--- config.mk ---
export PLATFORM = sky130hd
export DESIGN_NAME = quan_pack_ctrl
export DESIGN_NICKNAME = d
export VERILOG_FILES = /design/src/rtl/quan_pack_ctrl.sv
export SDC_FILE = /design/constraint.sdc
export NUM_CORES = 1
export LEC_CHECK = 0
export ABC_AREA = 1
export CAP_MARGIN = 40
export CORE_MARGIN = 1.5
export CORE_UTILIZATION = 52
export DETAILED_ROUTE_END_ITERATION = 12
export GPL_ROUTABILITY_DRIVEN = 0
export GPL_TIMING_DRIVEN = 0
export PLACE_DENSITY_LB_ADDON = 0.25
export SYNTH_ARGS = -nofsm -noshare
export SYNTH_HDL_FRONTEND = slang
export SYNTH_SLANG_ARGS = --single-unit
--- constraint.sdc ---
create_clock -name clk -period 3.4 [get_ports clk]
set_input_delay 0.68 -clock clk [delete_from_list [all_inputs] [get_ports clk]]
set_output_delay 0.68 -clock clk [all_outputs]
set_load 0.01 [all_outputs]
--- src/rtl/quan_pack_ctrl.sv ---
// Sequencer around the combinational Lloyd quantizer: feeds samples, captures codes, packs them into words.
// Latency: sample accept -> code capture 2 clocks; full word valid the cycle after the 4th code is captured.
// Backpressure: s_ready drops in EVAL, while a flush is pending, and when a held word would be overwritten.
module quan_pack_ctrl #(
    parameter int IN_WIDTH       = 16,
    parameter int CODE_WIDTH     = 4,
    parameter int CODES_PER_WORD = 4,
    localparam int OUT_WIDTH     = CODE_WIDTH * CODES_PER_WORD,
    localparam int CNT_W         = $clog2(CODES_PER_WORD)
) (
    input  logic                  clk,
    input  logic                  reset,
    input  logic                  s_valid,
    output logic                  s_ready,
    input  logic [IN_WIDTH-1:0]   s_data,
    input  logic                  flush,
    output logic [IN_WIDTH-1:0]   quan_in,
    input  logic [CODE_WIDTH-1:0] quan_code,
    output logic                  m_valid,
    input  logic                  m_ready,
    output logic [OUT_WIDTH-1:0]  m_data,
    output logic [2:0]            m_ncodes,
    output logic                  busy
);

    typedef enum logic {IDLE, EVAL} state_t;

    localparam logic [CNT_W-1:0]    LAST_CNT  = CNT_W'(CODES_PER_WORD - 1);
    localparam logic [IN_WIDTH-1:0] ALL_ONES  = {IN_WIDTH{1'b1}};
    localparam logic [IN_WIDTH-1:0] CLAMP_VAL = ALL_ONES - IN_WIDTH'(1);

    state_t                  state_q;
    logic [CNT_W-1:0]        cnt_q;
    logic [OUT_WIDTH-1:0]    pack_q;
    logic                    flush_pend_q;
    logic [IN_WIDTH-1:0]     quan_in_q;
    logic                    m_valid_q;
    logic [OUT_WIDTH-1:0]    m_data_q;
    logic [2:0]              m_ncodes_q;

    logic                    accept;
    logic                    out_free;
    logic [IN_WIDTH-1:0]     sample_d;

    // Handshake qualifiers; the last code of a word is refused while the output slot is still occupied.
    always_comb begin
        s_ready  = (state_q == IDLE) && !flush_pend_q && !(m_valid_q && (cnt_q == LAST_CNT));
        accept   = s_valid && s_ready;
        out_free = !m_valid_q || m_ready;
        // The quantizer table has no entry for all-ones, so it is folded onto the top mapped value.
        sample_d = (s_data == ALL_ONES) ? CLAMP_VAL : s_data;
    end

    // Sequencer, packer and output register; later assignments override the m_valid clear on reload.
    always_ff @(posedge clk or posedge reset) begin
        if (reset) begin
            state_q      <= IDLE;
            cnt_q        <= '0;
            pack_q       <= '0;
            flush_pend_q <= 1'b0;
            quan_in_q    <= '0;
            m_valid_q    <= 1'b0;
            m_data_q     <= '0;
            m_ncodes_q   <= '0;
        end else begin
            if (m_valid_q && m_ready) begin
                m_valid_q <= 1'b0;
            end

            // Remember a flush only when there is (or is about to be) a code to emit.
            if (flush && ((cnt_q != '0) || (state_q == EVAL) || accept)) begin
                flush_pend_q <= 1'b1;
            end

            case (state_q)
                IDLE: begin
                    if (flush_pend_q) begin
                        if (out_free) begin
                            if (cnt_q != '0) begin
                                m_data_q   <= pack_q;
                                m_ncodes_q <= 3'(cnt_q);
                                m_valid_q  <= 1'b1;
                                cnt_q      <= '0;
                                pack_q     <= '0;
                            end
                            flush_pend_q <= 1'b0;
                        end
                    end else if (accept) begin
                        quan_in_q <= sample_d;
                        state_q   <= EVAL;
                    end
                end
                EVAL: begin
                    state_q <= IDLE;
                    pack_q[cnt_q*CODE_WIDTH +: CODE_WIDTH] <= quan_code;
                    if (cnt_q == LAST_CNT) begin
                        m_data_q   <= {quan_code, pack_q[OUT_WIDTH-CODE_WIDTH-1:0]};
                        m_ncodes_q <= 3'(CODES_PER_WORD);
                        m_valid_q  <= 1'b1;
                        cnt_q      <= '0;
                        pack_q     <= '0;
                    end else begin
                        cnt_q <= cnt_q + CNT_W'(1);
                    end
                end
                default: state_q <= IDLE;
            endcase
        end
    end

    // Registered outputs and activity flag.
    always_comb begin
        quan_in  = quan_in_q;
        m_valid  = m_valid_q;
        m_data   = m_data_q;
        m_ncodes = m_ncodes_q;
        busy     = (state_q != IDLE) || (cnt_q != '0) || flush_pend_q;
    end

endmodule
# --- After elaboration in Yosys (flattened, before gate mapping) ---
# Cells that the tools add are included.
totals:
  input_bits: 25
  register_bits: 56
  elab_cells: 72
classes:
  eq_ne: 6
  n_bitwise: 2
  n_reduce_logical: 17
  muxes: 35
  shifts: 2
  n_addsub: 2
ops:
  columns: ["op", "count"]
  rows:
  - ["two-way mux 16 bit", 9]
  - ["case mux 16 bit (2 select lines)", 2]
  - ["negation 4 -> 34 bit", 1]
  - ["variable shift 4 x 34 -> 16 bit, first input constant", 1]
  - ["variable part select 4 x 34 -> 16 bit", 1]
  - ["bitwise mux 16 bit", 1]
  - ["equality test 16 bit, second input constant", 1]
  - ["two-way mux 3 bit", 4]
  - ["two-way mux 1 bit", 11]
  - ["two-way mux 2 bit", 4]
  - ["logical AND 1 bit", 6]
  - ["case mux 3 bit (2 select lines)", 1]
  - ["AND reduction 3 bit", 2]
  - ["logical OR 1 bit", 4]
  - ["inequality test 2 x 1 -> 1 bit, second input constant", 2]
  - ["inequality test 2 bit, second input constant", 2]
  - ["case mux 1 bit (2 select lines)", 2]
  - ["case mux 2 bit (2 select lines)", 1]
  - ["AND reduction 4 bit", 1]
  - ["zero test 1 bit", 3]
  - ["adder 2 x 1 -> 2 bit, second input constant", 1]
  - ["equality test 2 bit, second input constant", 1]
  - ["NOT 1 bit", 2]
  - ["nonzero test 2 bit", 1]

# --- Longest topological paths before layout ---
# Gate-level depths: netlist of run 1.
logic_depth:
  word_depth: 11
  depth_mapped: 9
  ltp_nobuf: 8

# --- Worst setup path before layout of run 1 ---
# Ideal clock, no wire load.
synth_path:
  path_kind: "register to output"
  startpoint: "register cnt_q[0]"
  endpoint: "output s_ready"
  path_slack_ps: 1813
  stages_incl_launch_ff: 5
  path_buffers: 0
  arrival_ps: 907
  cell_sequence: "dfrtp_1 -> ha_1 -> nand2_1 -> nand2_1 -> inv_1"
synth_via:
  elab_chain_cells: 4
synth_rtl:
  columns: ["item", "line", "rtl"]
  rows:
  - ["from (decl)", "33", "logic [CNT_W-1:0] cnt_q;"]
  - ["from (signal assigned)", "103", "cnt_q <= cnt_q + CNT_W'(1);"]
  - ["equality test 2 bit", "47", "s_ready = (state_q == IDLE) && !flush_pend_q && !(m_valid_q && (cnt_q == LAST_CNT));"]
  - ["logical AND 1 bit", "47", null]
  - ["zero test 1 bit", "47", null]
  - ["logical AND 1 bit", "47", null]
  - ["to (decl)", "14", "output logic s_ready,"]
# No other way between the ends.

# --- Worst setup path in the final report of run 1 ---
layout_path:
  startpoint: "register cnt_q[0]"
  endpoint: "output busy"
layout_via:
  elab_chain_cells: 3
layout_rtl:
  columns: ["item", "line", "rtl"]
  rows:
  - ["nonzero test 2 bit", "117", "busy = (state_q != IDLE) || (cnt_q != '0) || flush_pend_q;"]
  - ["logical OR 1 bit (2 in a row)", "117", null]
  - ["to (decl)", "23", "output logic busy"]
# No other way between the ends.

==> flow_summary.ini, run 1 <==
[run_status]
run_status = finished, final reports clean

[timing]
finalSetupTns_ns = 0
max_freq_ghz = 0.3885
drv_slew = 0
hold_ws_ns = 0.4768
relSlewSlack = 0.6483
setup_violations = 0
fin_crit_ns = 2.574
grt_setup_unrepaired = false
fin_skew_ns = 0.01066
min_period_over_period = 0.7571
tightest_slew_ns = 0.5268
hold_viol_final = 0

[cells_and_area]
area_growth_syn_to_layout_pct = 32.14
nNetsFinal = 411
stdcell_count = 435
antenna_cells = 0
drive_gt1_frac = 0.06562
final_util = 0.7061

[placed_design]
port_buffers = 62
dpl.hpwl_um = 3992
place_inst = 427

[cts]
cts.sink_count = 56
ctsRootBufferMaster = clkbuf_8
cts-resized-gates = 0
clockBufferDepth = 2
clk_pin_slew_ns = 0.10
postCtsSetupBuffers = 0
cts_tree = done
clk_latency_ns = 0.31
cts_buffers = 5
ctsHoldBuffers = 0
cts_max_level = 2

[yosys]
synthArstFlopShare = 1.000
ys_types = 19
synth.area.top_cells = dfrtp_1 (56%), nand2_1 (25%), nand3_1 (5.4%)
yosysTopAreaCell = dfrtp_1
syn_nets = 341
syn_avg_cell_area_um2 = 8.088
synth_ff_type = dfrtp_1
synth_compound_area_frac = 0.01048
yosysTopAreaCellShare = 0.5589
synth_fa_ha_area_frac = 0.02994
synth-xor-area-share = 0
ys_ff_latch = 56
synthMostInstantiatedCell = nand2_1
yosysWarnings = 0
synthTopCellsByCount = nand2_1 (164), dfrtp_1 (56), nand3_1 (27)
synth_top_family_by_area = simple AND/OR/NAND/NOR gates
yosysSeqAreaShare = 0.5589
synth_edf_count = 0
netlist_instances = 310
synth_area_um2 = 2507
synthMuxAreaShare = 0
yosys.area_share.simple = 0.3553

[critical_path]
worstPathMaxFanout = 8
cp-start-kind = register
arrival_ns = 1.89
r2r_setup_slack_ns = 1.51
cp.required_ns = 2.72
worst-setup-path-type = reg2out
end_kind = output port

[routing]
drc = 0
drtAntennaViolNets = 0
post_drt_wl_per_cell_um = 12.44
vias = 2145
wl_um = 5413
drtPass1Iterations = 4
avgViaCountPerCell = 4.931
drt_iter0_drc = 97

[die]
initial_utilization = 0.5344
core_area_um2 = 4692
die_area_um2 = 5248
ios = 63
die_w_um = 72.44
rows = 25
fp.dieH_um = 72.44

[run]
cap_violations = 0

[power]
total_power_mw = 2.610
vdd_drop_max_uv = 448.4
p_per_area_nw_per_um2 = 787.8
p_leak_nw = 1.743

[global_routing]
groute.usage.overall = 0.2225
overflow = 0
grt_pass1_wl_um = 9059
grt_start_max_net_pins = 33
antenna_found_initial = 0
grt_pass1_vias = 2092

[min_path]
hold_class = reg2reg
==> per-layer routing <==
metal,global-route usage,share of wire
met4,0.07966,0.013
met3,0.05417,0.057
met2,0.3848,0.48
met1,0.2712,0.45
met5,0,0
==> kinds of logic (layout without fill, tap and decap cells) <==
logic type	count (synthesis)	after routing
DFF	56	56
and+or+nand+nor	219	219
buffers and inverters	24	95
AOI/OAI and AO/OA	5	5
adders and majority gates	6	6
==> cells in the final DEF, fill, tap and decap left out, types with 4 or more instances in the layout <==
cell	count
nand2_1	164
clkdlybuf4s50_1	62
dfrtp_1	56
nand3_1	27
inv_1	12
nor2_1	12
nor3_1	7
ha_1	6
clkbuf_8	6
buf_2	4
nand4_1	4
==> per-stage QoR <==
| step | setup WS (ns) | area, µm² |
|---|---|---|
| floorplan | 1.349 | 2507 |
| global placement | 0.3743 | 3196 |
| detailed placement | 1.189 | 3216 |
| CTS | 0.8231 | 3313 |
| global route | 0.7131 | 3313 |
| finish | 0.8258 | 3313 |
==> area by class of cell <==
class                   count  area [µm²]
fillers                   395        1379
well taps                  54       67.56
repair buffers             63       640.6
inverters                  15       56.30
plain buffers               9       57.56
multi-input cells         230       992.2
clock inverters             2       15.01
clock buffers               6       82.58
flip-flops and latches     56        1401
==> where the power goes <==
part	switching (mW)	internal, mW	total [mW]
Clock	0.217	0.165	0.382
Sequential	0.135	0.864	1.00
Combinational	0.688	0.541	1.23
Total	1.04	1.57	2.61
==> path summary, 6_finish.rpt <==
check	start	to	cells past startpoint
max reg2reg	cnt_q[0]$_DFFE_PP0P_	m_ncodes[0]$_DFFE_PP0P_	9
min	m_data[1]$_DFFE_PP0P_	m_data[1]$_DFFE_PP0P_	2
max in group asynchronous	reset	pack_q[12]$_DFFE_PP0P_	3
min in group asynchronous	reset	m_data[3]$_DFFE_PP0P_	2
min reg2reg	m_data[1]$_DFFE_PP0P_	m_data[1]$_DFFE_PP0P_	2
max	cnt_q[0]$_DFFE_PP0P_	busy	4
==> registers in the layout, indices dropped and copies added, names as in the netlist <==
register / cells
pack_q: 16
quan_in: 16
flush_pend_q: 1
state_q: 1
m_valid: 1
cnt_q: 2
m_ncodes: 3
m_data: 16
==> critical path: stages, from the launching register on <==
cell and delay (ns):
dfrtp_1 0.51, inv_1 0.21, ha_1 0.26, nand2_1 0.07
clkdlybuf4s50_1 0.55
No activity file was read; power rests on OpenSTA's default activity.
==> inputs of run 2 (changes only) <==
--- a/config.mk
+++ b/config.mk
@@ -8,7 +8,7 @@
 export ABC_AREA = 1
 export CAP_MARGIN = 40
 export CORE_MARGIN = 1.5
-export CORE_UTILIZATION = 52
+export CORE_UTILIZATION = 49
 export DETAILED_ROUTE_END_ITERATION = 12
 export GPL_ROUTABILITY_DRIVEN = 0
 export GPL_TIMING_DRIVEN = 0
==> constraint.sdc (replaced) <==
create_clock -name clk -period 2.65 [get_ports clk]
set_input_delay 0.53 -clock clk [delete_from_list [all_inputs] [get_ports clk]]
set_output_delay 0.53 -clock clk [all_outputs]
set_load 0.01 [all_outputs]
==> run 2 against run 1 <==
Highest routed layer unchanged. Via count grew 3.0%. Non-clock buffer count is the same. Hold slack lost 0.0029 ns. Final cell count grew 3.0%.
==> flow_summary.ini, run 2 (synthesis gave the netlist of run 1 again) <==
[run_status]
run_status = finished, final reports clean

[cells_and_area]
final_cell_mix = nand2_1 (164), clkdlybuf4s50_1 (62), dfrtp_1 (56), nand3_1 (27)
antenna_cells = 0
nNetsFinal = 411
drive_gt1_frac = 0.06562
area_growth_syn_to_layout_pct = 32.58
design_area_um2 = 3324
mostFrequentLayoutCell = nand2_1
final_util = 0.6901

[global_routing]
groute.usage.overall = 0.2100
antenna_found_initial = 0
grt_start_max_net_pins = 31
grt_pass1_vias = 2042
overflow = 0
grt_pass1_wl_um = 8790

[die]
die_w_um = 74.54
ios = 63
core_area_um2 = 4817
fp.dieH_um = 74.54
die_area_um2 = 5555
initial_utilization = 0.5205
rows = 25

[timing]
grt_setup_unrepaired = false
setup_ws_ns = 0.2159
hold_viol_final = 0
drv_slew = 0
fin_skew_ns = 0.007452
min_period_over_period = 0.9185
tightest_slew_ns = 0.5643
setup_violations = 0
relSlewSlack = 0.6232
fin_crit_ns = 2.434
max_freq_ghz = 0.4108

[run]
cap_violations = 0

[min_path]
hold_class = reg2reg
hp-start = m_data[10]$_DFFE_PP0P_

[cts]
clk_latency_ns = 0.31
cts.sink_count = 56
cts_buffers = 5
clk_pin_slew_ns = 0.09
ctsRootBufferMaster = clkbuf_8
cts_max_level = 2
cts-resized-gates = 0
ctsHoldBuffers = 0
cts_tree = done
clockBufferDepth = 2
postCtsSetupBuffers = 0

[critical_path]
arrival_ns = 1.90
startpoint = cnt_q[0]$_DFFE_PP0P_
r2r_start = cnt_q[0]$_DFFE_PP0P_
cp_cell_sequence = inv_1, ha_1, nand2_1, clkdlybuf4s50_1
end_kind = output port
worst-setup-path-type = reg2out
crit_slowest_cell = clkdlybuf4s50_1
slowest_delay_ns = 0.54
cp-start-kind = register
cp.required_ns = 2.12
worstPathMaxFanout = 8

[routing]
post_drt_wl_per_cell_um = 11.87
avgViaCountPerCell = 4.933
drc = 0
vias = 2210
wl_um = 5319
drtPass1Iterations = 4
drtAntennaViolNets = 0
drt_iter0_drc = 94

[power]
vdd_drop_max_uv = 570.8
total_power_mw = 3.333
p_per_area_nw_per_um2 = 1003
p_leak_nw = 1.750

[placed_design]
pre_cts_slack_ns = 0.5716
port_buffers = 62
place_area_um2 = 3232
dpl.hpwl_um = 4031
==> run 2: critical path: cells and delay by family, from the launching register on <==
family / cells / cell delay [ns]
flip-flops: 1 / 0.51
AND/OR/NAND/NOR: 1 / 0.08
adder cells (fa/ha/maj): 1 / 0.26
buffers and inverters: 2 / 0.74
==> run 2: final cells by class <==
class | instances | area, µm²
tap | 67 | 83.83
sequential | 56 | 1401
fill | 437 | 1493
multi-input combinational | 230 | 992.2
timing repair buffer | 63 | 640.6
buffer | 9 | 57.56
clock inverter | 2 | 10.01
inverter | 15 | 56.30
clock buffer | 6 | 82.58
==> run 2: through the flow <==
stage / hold slack [ns] / cells / TNS [ns]
after floorplan: 0.4422 / 310 / 0
after global placement: 0.4527 / 439 / -11.50
after detailed placement: 0.4570 / 440 / 0
after CTS: 0.4809 / 448 / 0
after global routing: 0.4934 / 448 / 0
final: 0.4739 / 448 / 0
==> run 2: per-layer routing <==
layer	vias up	share of wire	GRT usage	wire, µm
met5	-	0	0	0
li1	1104	-	-	-
met3	10	0.067	0.06640	358
met1	1030	0.43	0.2436	2287
met4	0	0.016	0.06869	87
met2	66	0.49	0.3690	2585
==> run 2: path summary, 6_finish.rpt <==
| path | to | slack [ns] | cells past startpoint |
|---|---|---|---|
| max in group asynchronous | pack_q[14]$_DFFE_PP0P_ | 1.51 | 3 |
| worst min register to register | m_data[10]$_DFFE_PP0P_ | 0.47 | 2 |
| worst max-delay path | busy | 0.22 | 4 |
| worst max register to register | m_data[14]$_DFFE_PP0P_ | 0.75 | 9 |
| min in group asynchronous | pack_q[4]$_DFFE_PP0P_ | 0.59 | 2 |
| worst min-delay path | m_data[10]$_DFFE_PP0P_ | 0.47 | 2 |
==> run 2: power breakdown <==
group          internal (mW)  leakage [nW]  switching, mW
logic                  0.694         0.955          0.882
registers               1.11         0.744          0.173
clock network          0.209        0.0510          0.266
total                   2.01          1.75           1.32
